[src/rtl/bram_cfg_pkg.sv]
// Shared definitions for the BRAM configuration-chain loader.
//   ccff_state_e : loader FSM states
//   cnt_w()      : width of a counter that must hold 0..n without wrapping
package bram_cfg_pkg;

  typedef enum logic [1:0] {
    ST_IDLE  = 2'd0,
    ST_SHIFT = 2'd1,
    ST_DONE  = 2'd2
  } ccff_state_e;

  function automatic int cnt_w(input int n);
    return (n < 1) ? 1 : $clog2(n + 1);
  endfunction

endpackage

[src/rtl/ccff_word_serializer.sv]
// Word-to-bit serializer: holds one bitstream word and presents it LSB first.
//   clk, rst      : clock, synchronous active-high reset
//   clear         : empty the register (new load / abort)
//   load          : capture load_data with load_cnt valid bits
//   shift_en      : consume the current bit (ignored when empty)
//   head          : current bit (register bit 0)
//   occ_nz        : at least one valid bit is held
module ccff_word_serializer #(
  parameter int WORD_W = 8,
  parameter int OCC_W  = $clog2(WORD_W + 1)
) (
  input  logic              clk,
  input  logic              rst,
  input  logic              clear,
  input  logic              load,
  input  logic [WORD_W-1:0] load_data,
  input  logic [OCC_W-1:0]  load_cnt,
  input  logic              shift_en,
  output logic              head,
  output logic              occ_nz
);

  logic [WORD_W-1:0] sr_q, sr_d;
  logic [OCC_W-1:0]  occ_q, occ_d;

  always_comb begin
    sr_d  = sr_q;
    occ_d = occ_q;
    if (clear) begin
      sr_d  = '0;
      occ_d = '0;
    end else if (load) begin
      sr_d  = load_data;
      occ_d = load_cnt;
    end else if (shift_en && (occ_q != '0)) begin
      sr_d  = sr_q >> 1;
      occ_d = occ_q - OCC_W'(1);
    end
  end

  always_ff @(posedge clk) begin
    if (rst) begin
      sr_q  <= '0;
      occ_q <= '0;
    end else begin
      sr_q  <= sr_d;
      occ_q <= occ_d;
    end
  end

  assign head   = sr_q[0];
  assign occ_nz = (occ_q != '0);

endmodule

[src/rtl/bram_ccff_loader.sv]
// Streams a bitstream into a BRAM-tile configuration flip-flop chain.
//   prog_clock, prog_reset : clock, synchronous active-high reset
//   start, abort           : begin / cancel a load
//   s_valid, s_data, s_ready : word stream in (LSB first)
//   ccff_head, config_enable : serial bit and shift enable to chain head
//   ccff_tail              : old chain contents shifted out
//   busy, done             : status; done pulses one cycle on completion
//   old_parity             : XOR of the bits displaced by the last full load
//   err_start              : sticky, start seen while busy
module bram_ccff_loader
  import bram_cfg_pkg::*;
#(
  parameter int CHAIN_LEN = 64,
  parameter int WORD_W    = 8
) (
  input  logic              prog_clock,
  input  logic              prog_reset,
  input  logic              start,
  input  logic              abort,
  input  logic              s_valid,
  input  logic [WORD_W-1:0] s_data,
  output logic              s_ready,
  output logic              ccff_head,
  output logic              config_enable,
  input  logic              ccff_tail,
  output logic              busy,
  output logic              done,
  output logic              old_parity,
  output logic              err_start
);

  localparam int CW = cnt_w(CHAIN_LEN);
  localparam int OW = $clog2(WORD_W + 1);
  localparam logic [CW-1:0] CHAIN_C = CW'(CHAIN_LEN);
  localparam logic [CW-1:0] LAST_C  = CW'(CHAIN_LEN - 1);

  ccff_state_e   state_q, state_d;
  logic [CW-1:0] cnt_q, cnt_d;
  logic          acc_q, acc_d;
  logic          par_q, par_d;
  logic          err_q, err_d;

  logic          occ_nz, ser_clear, accept;
  logic [CW-1:0] rem;
  logic [OW-1:0] load_cnt;

  always_comb begin
    state_d   = state_q;
    cnt_d     = cnt_q;
    acc_d     = acc_q;
    par_d     = par_q;
    err_d     = err_q;
    ser_clear = 1'b0;

    s_ready       = (state_q == ST_SHIFT) && !occ_nz && (cnt_q < CHAIN_C);
    config_enable = (state_q == ST_SHIFT) && occ_nz;
    accept        = s_ready && s_valid;

    // Final word is trimmed so surplus bits are never presented.
    rem      = CHAIN_C - cnt_q;
    load_cnt = (int'(rem) >= WORD_W) ? OW'(WORD_W) : OW'(rem);

    unique case (state_q)
      ST_IDLE: begin
        if (start && !abort) begin
          state_d   = ST_SHIFT;
          cnt_d     = '0;
          acc_d     = 1'b0;
          err_d     = 1'b0;
          ser_clear = 1'b1;
        end
      end
      ST_SHIFT: begin
        if (abort) begin
          state_d   = ST_IDLE;
          ser_clear = 1'b1;
        end else if (config_enable) begin
          cnt_d = cnt_q + CW'(1);
          acc_d = acc_q ^ ccff_tail;
          if (cnt_q == LAST_C) begin
            state_d = ST_DONE;
            par_d   = acc_q ^ ccff_tail;
          end
        end
      end
      ST_DONE: state_d = ST_IDLE;
      default: state_d = ST_IDLE;
    endcase

    if (start && (state_q != ST_IDLE)) err_d = 1'b1;
  end

  always_ff @(posedge prog_clock) begin
    if (prog_reset) begin
      state_q <= ST_IDLE;
      cnt_q   <= '0;
      acc_q   <= 1'b0;
      par_q   <= 1'b0;
      err_q   <= 1'b0;
    end else begin
      state_q <= state_d;
      cnt_q   <= cnt_d;
      acc_q   <= acc_d;
      par_q   <= par_d;
      err_q   <= err_d;
    end
  end

  ccff_word_serializer #(.WORD_W(WORD_W), .OCC_W(OW)) u_ser (
    .clk       (prog_clock),
    .rst       (prog_reset),
    .clear     (ser_clear),
    .load      (accept),
    .load_data (s_data),
    .load_cnt  (load_cnt),
    .shift_en  (config_enable),
    .head      (ccff_head),
    .occ_nz    (occ_nz)
  );

  assign busy       = (state_q != ST_IDLE);
  assign done       = (state_q == ST_DONE);
  assign old_parity = par_q;
  assign err_start  = err_q;

endmodule
[config.mk]
export PLATFORM = sky130hd
export DESIGN_NAME = bram_ccff_loader
export DESIGN_NICKNAME = d
export VERILOG_FILES = /design/src/rtl/bram_cfg_pkg.sv /design/src/rtl/ccff_word_serializer.sv /design/src/rtl/bram_ccff_loader.sv
export SDC_FILE = /design/constraint.sdc
export NUM_CORES = 1
export LEC_CHECK = 0
export CAP_MARGIN = 20
export CORE_AREA = 10 10 78 60
export DETAILED_ROUTE_END_ITERATION = 10
export DIE_AREA = 0 0 88 70
export GPL_ROUTABILITY_DRIVEN = 0
export PLACE_DENSITY = 0.7
export SLEW_MARGIN = 15
export SYNTH_ARGS = -nofsm -noshare
export SYNTH_HDL_FRONTEND = slang
export SYNTH_HIERARCHICAL = 1
export SYNTH_SLANG_ARGS = --single-unit
[constraint.sdc]
create_clock -name prog_clock -period 4.21 [get_ports prog_clock]
set_input_delay 0.421 -clock prog_clock [delete_from_list [all_inputs] [get_ports prog_clock]]
set_output_delay 0.421 -clock prog_clock [all_outputs]
set_load 0.02 [all_outputs]
Yosys cells after proc, flatten, opt, wreduce, memory -nomap -nowiden
Index checks and enable logic that the tools add are counted.
W data, S select, Z words.
{ "totals": {"ff_bits": 24, "out_inout_bits": 7, "elab_cells": 66} }
{ "classes": {"n_addsub": 3, "order_cmp": 2, "eq_ne": 8, "muxes": 23, "bitwise": 2, "reduce_logical": 21} }
{ "ops": {"columns": ["operator", "count"], "rows": [
  ["$mux W7", 3],
  ["$mux W8", 2],
  ["$pmux W7 S2", 1],
  ["$mux W4", 3],
  ["$reduce_bool A2 Y1", 5],
  ["$mux W2", 4],
  ["$reduce_and A4 Y1", 2],
  ["$add A7 B1 Y7 const B", 1],
  ["$eq A7 B6 Y1 const B", 1],
  ["$ge A7 B4 Y1 const B", 1],
  ["$logic_and A1 B1 Y1", 7],
  ["$lt A7 B7 Y1 const B", 1],
  ["$mux W1", 7],
  ["$sub A7 B7 Y7 const A", 1],
  ["$ne A3 B2 Y1 const B", 2],
  ["$ne A2 B2 Y1 const B", 2],
  ["$pmux W1 S2", 2],
  ["$pmux W2 S2", 1],
  ["$reduce_bool A4 Y1", 1],
  ["$sub A4 B1 Y4 const B", 1],
  ["$reduce_and A3 Y1", 1],
  ["$eq A2 B1 Y1 const B", 1],
  ["$eq A2 B2 Y1 const B", 1],
  ["$logic_not A1 Y1", 2],
  ["6 further kinds", 6]
]} }

Depth between registers and ports, before layout
{ "depth": {"word_depth": 6, "depth_mapped": 10, "mapped_depth_nobuf": 9} }

Hierarchy
The synthesis kept the hierarchy.
{ "modules_own_cells": {"columns": ["mod", "n_inst", "cells_per_inst", "area_per_inst_um2", "seq_area_each_um2"], "rows": [
  ["bram_ccff_loader", 1, 99, 783.3, 240.2],
  ["ccff_word_serializer", 1, 77, 616.8, 240.2]
]} }

Least setup slack after synthesis
No wires, ideal clock.
{ "synth_timing": {"kind": "register to register", "startpoint": "reg u_ser.occ_q[0]", "endpoint": "reg u_ser.occ_q[3]", "setup_time_ns": 0.123, "t_arrival_ns": 2.108, "required_ns": 4.087, "setup_slack_ns": 1.979, "stages_incl_launch_ff": 10, "n_path_buf": 0, "synth_period_minus_slack_ns": 2.231, "path_cell_list": "dfxtp_1 > inv_1 > ha_1 > nor3b_1 > inv_2 > inv_1 > nor2_1 > or4b_4 > nor3b_2 > nor3b_2"} }
{ "synth_rtl": {"columns": ["element", "line", "source"], "rows": [
  ["start: declaration", "ccff_word_serializer.sv:24", "logic [OCC_W-1:0] occ_q, occ_d;"],
  ["start signal: assignment", "ccff_word_serializer.sv:44", "occ_q <= '0;"],
  ["start signal: assignment", "ccff_word_serializer.sv:47", "occ_q <= occ_d;"],
  ["$reduce_bool A4 Y1", "ccff_word_serializer.sv:52", "assign occ_nz = (occ_q != '0);"],
  ["via occ_nz", "bram_ccff_loader.sv:43", "logic occ_nz, ser_clear, accept;"],
  ["$logic_and A1 B1 Y1", "bram_ccff_loader.sv:56", "config_enable = (state_q == ST_SHIFT) && occ_nz;"],
  ["via config_enable", "bram_ccff_loader.sv:24", "output logic config_enable,"],
  ["$logic_and A1 B1 Y1", "ccff_word_serializer.sv:35", "end else if (shift_en && (occ_q != '0)) begin"],
  ["$reduce_bool A2 Y1 (no source line)", null, null]
]} }
The timed path passes the listed nets, and every way through them passes these cells. The select of a mux whose other input is x is not followed.
A chain may end at the register's enable or synchronous reset.

Worst setup path after layout
{ "layout_timing": {"startpoint": "reg u_ser.occ_q[0]", "endpoint": "out config_enable"} }
{ "layout_between": {"elab_chain_cells": 2} }
{ "layout_lines": {"columns": ["element", "line"], "rows": [
  ["$reduce_bool A4 Y1", "ccff_word_serializer.sv:52"],
  ["via occ_nz", "bram_ccff_loader.sv:43"],
  ["$logic_and A1 B1 Y1", "bram_ccff_loader.sv:56"],
  ["end: declaration", "bram_ccff_loader.sv:24"]
]} }
The timed path passes the listed nets, and every way through them passes these cells.

==> run_results.csv <==
group,metric,value,unit
run_status,status,"finished clean",
worst_setup_path,crit_path_end_kind,"output pin",
synthesis,synth_cells,176,
synthesis,synthAdderAreaFrac,2.681,%
clock_network,root_buffer,"clkbuf_8",
grt,grt_use_total,10.49,%
placed_design,port_buffers,20,
finish,final_nets,210,
worst_setup_path,endpoint,"config_enable",
worst_setup_path,cp.buffers_inverters,5,
worst_setup_path,worst-path-max-fanout,14,
die,die_h,70,um
route,routed_wl,3279,um
sta,max-slew-margin-rel,47.67,%
finish,finalCoreUtilization,50.19,%
route,drt_first_pass_iters,4,
synthesis,avgSynthCellArea,7.955,um^2
grt,grt_pass1_vias,1183,
route,avgViaCountPerCell,5.754,
synthesis,synthXorXnorAreaFrac,1.251,%
worst_setup_path,cp-start-kind,"flop",
synthesis,synth_edf_count,0,
worst_setup_path,slowest_delay,0.63,ns
route,drc,0,
synthesis,synth_top_family_by_area,"simple AND/OR/NAND/NOR gates",
synthesis,yosys_most_used_dff,"dfxtp_1",
synthesis,synth.distinct_cells,45,
synthesis,synth_area,1400,um^2
worst_setup_path,crit_type,"reg2out",
synthesis,synthesis.nets,193,
die,pin_count,21,
pwr,p_leak,0.5256,nW
finish,n_antenna_cell,0,
synthesis,synth-compound-area-share,23.68,%
worst_setup_path,cpMostUsedCell,"inv_1",
worst_setup_path,cp.depth,8,
synthesis,seq_area_frac_synth,34.32,%
synthesis,synth.area.top_cells,"dfxtp_1, o21ai_0, nand3_1, a31oi_1, a21oi_1",
synthesis,yosysTopAreaCell,"dfxtp_1",
route,ant_nets,0,
grt,antenna_found_initial,0,
min_path,hp-class,"reg2reg",
worst_setup_path,r2r_start,"u_ser/occ_q[0]",
finish,drive_above_1_share,7.813,%
grt,grt_remaining_overflow,0,
synthesis,synthSimpleGateAreaFrac,27.70,%
synthesis,synth_top_area_share,34.32,%
worst_setup_path,crit_slowest_cell,"clkdlybuf4s50_1",
synthesis,yosys-mux-area-fraction,2.145,%
sta,rsz0062_at_grt,"no",
die,coreArea,3311,um^2
route,via_count,1335,
sta,skew,0.003560,ns
clock_network,clock-sinks,24,
sta,hold_viol,0,
worst_setup_path,r2r_slack,1.78,ns
die,rows,18,
clock_network,htreeDepth,1,
sta,tns,0,ns
clock_network,post_cts_buffers,0,
grt,grt_max_degree,19,
clock_network,insertion_delay,0.26,ns
die,start_util,42.29,%
worst_setup_path,startpoint,"u_ser/occ_q[0]",
pwr,p_per_area,269.4,nW/um^2
clock_network,clk_pin_slew,0.08,ns
clock_network,cts_tree,"built",
sta,period_needed,2.673,ns
route,routedWlPerCell,14.13,um
worst_setup_path,crit_arrival,2.25,ns
worst_setup_path,ff2ff_path_depth,11,
die,die_width,88,um
clock_network,cts.hold.buffers_added,0,
sta,worstMarginPinSlew,0.7631,ns
flow_run,cap_violations,0,
clock_network,clock_path_buffers,2,
worst_setup_path,r2r_end,"u_ser/occ_q[3]",
clock_network,numCtsBuffers,3,
route,drt-initial-drc-count,178,
die,dieArea,6160,um^2
grt,grt_pass1_wl,5492,um
synthesis,synthArstFlopShare,0,%
sta,setup_violations,0,
placed_design,hpwl,2441,um
worst_setup_path,critPathTopFamily,"buffers and inverters",
worst_setup_path,path_cells,"inv_1, ha_1, nor3b_1, buf_4, inv_2, inv_1, nor2_1, clkdlybuf4s50_1",
clock_network,cts_resized,0,
finish,area_growth,18.68,%
sta,max_freq,374.1,MHz
synthesis,ys_warn_count,6,
worst_setup_path,cp_data_required_time,3.79,ns
pwr,vdd_ir_drop_max,0.2026,mV
sta,drv_slew,0,
sta,fin_crit_sh,63.50,%
synthesis,synth_seq_cells,24,
## worst min-delay path by stage
stage | from | endpoint | slack [ns] | cells past startpoint
2_1_floorplan | u_ser/sr_q[4] | u_ser/sr_q[3] | 0.46 | 2
3_3_place_gp | u_ser/sr_q[4] | u_ser/sr_q[3] | 0.47 | 2
3_5_place_dp | err_start | err_start | 0.47 | 2
4_1_cts | err_start | err_start | 0.48 | 2
5_1_grt | u_ser/sr_q[4] | u_ser/sr_q[3] | 0.50 | 2
6_report | err_start | err_start | 0.47 | 2
## layout by cell type (no fill, tap or decap), types with 2 or more instances in the layout
master           instances
a211oi_1                 4
a21boi_0                 3
a21oi_1                 10
a31oi_1                  9
buf_4                    3
clkbuf_8                 4
clkdlybuf4s50_1         20
dfxtp_1                 24
ha_1                     3
inv_1                   12
mux2i_1                  3
nand2_1                  7
nand2b_1                 3
nand3_1                 17
nand4_1                  2
nor2_1                   9
nor3_1                   5
nor3b_1                  2
nor3b_2                  2
nor4_1                   3
o211ai_1                 3
o21ai_0                 19
o31ai_1                  3
or4_1                    3
## final cells by class
cell class | instances | area (um^2)
Fill cell | 325 | 1649
Clock buffer | 4 | 55.05
Timing Repair Buffer | 23 | 222.7
Multi-Input combinational cell | 128 | 804.5
Tap cell | 40 | 50.05
Sequential cell | 24 | 480.5
Inverter | 13 | 48.80
## metal layers
layer	GRT usage, %	routed length [um]
met1	14.59	1660
met2	14.52	1334
met3	3.940	265
met4	2.827	18
met5	0	0
## synthesized netlist by cell type (2+ instances only)
library cell  count
dfxtp_1          24
o21ai_0          19
nand3_1          17
inv_1            12
a21oi_1          10
a31oi_1           9
nor2_1            9
nand2_1           7
buf_2             5
nor3_1            5
a211oi_1          4
a21boi_0          3
ha_1              3
mux2i_1           3
nand2b_1          3
nor4_1            3
o211ai_1          3
o31ai_1           3
or4_1             3
buf_6             2
clkbuf_1          2
nand4_1           2
nor3b_1           2
nor3b_2           2
## through the flow
stage | hold slack, ns | total power [mW] | std cells | worst slack, ns | cell area (um^2)
after floorplan | 0.4563 | 0.2753 | 176 | 1.979 | 1400
after global placement | 0.4656 | 0.2964 | 228 | 1.851 | 1607
after detailed placement | 0.4659 | 0.2981 | 228 | 1.764 | 1607
after CTS | 0.4780 | 0.4528 | 232 | 1.518 | 1662
after global routing | 0.5043 | 0.4736 | 232 | 1.369 | 1662
final | 0.4720 | 0.4477 | 232 | 1.537 | 1662
## sequential cells by signal, summed over array words and instances, names as in the netlist
register     flops
u_ser/occ_q      4
cnt_q            7
acc_q            1
old_parity       1
state_q          2
u_ser/sr_q       8
err_start        1
## report_power, final
| group | switching (mW) | leakage, nW | internal (mW) | total, mW |
|---|---|---|---|---|
| Combinational | 0.0325 | 0.303 | 0.0264 | 0.0589 |
| Sequential | 0.00317 | 0.194 | 0.231 | 0.234 |
| Clock | 0.0714 | 0.0288 | 0.0834 | 0.155 |
## cells by family (layout without fill, tap and decap cells)
kind of cell / Yosys count / after routing
compound gates: 55 / 55
xor+xnor: 2 / 2
mux: 3 / 3
fa+ha+maj: 3 / 3
flops: 24 / 24
buf+inv: 24 / 40
simple gates: 65 / 65
## worst reg2reg max path: stages, from the launching register on
cell	delay [ns]
dfxtp_1	0.35
inv_1	0.06
ha_1	0.22
nor3b_1	0.14
buf_4	0.17
inv_2	0.20
inv_1	0.07
nor2_1	0.15
buf_4	0.22
or4b_4	0.49
nor3b_2	0.20
nor3b_2	0.06
No activity file was read; power rests on OpenSTA's default activity.
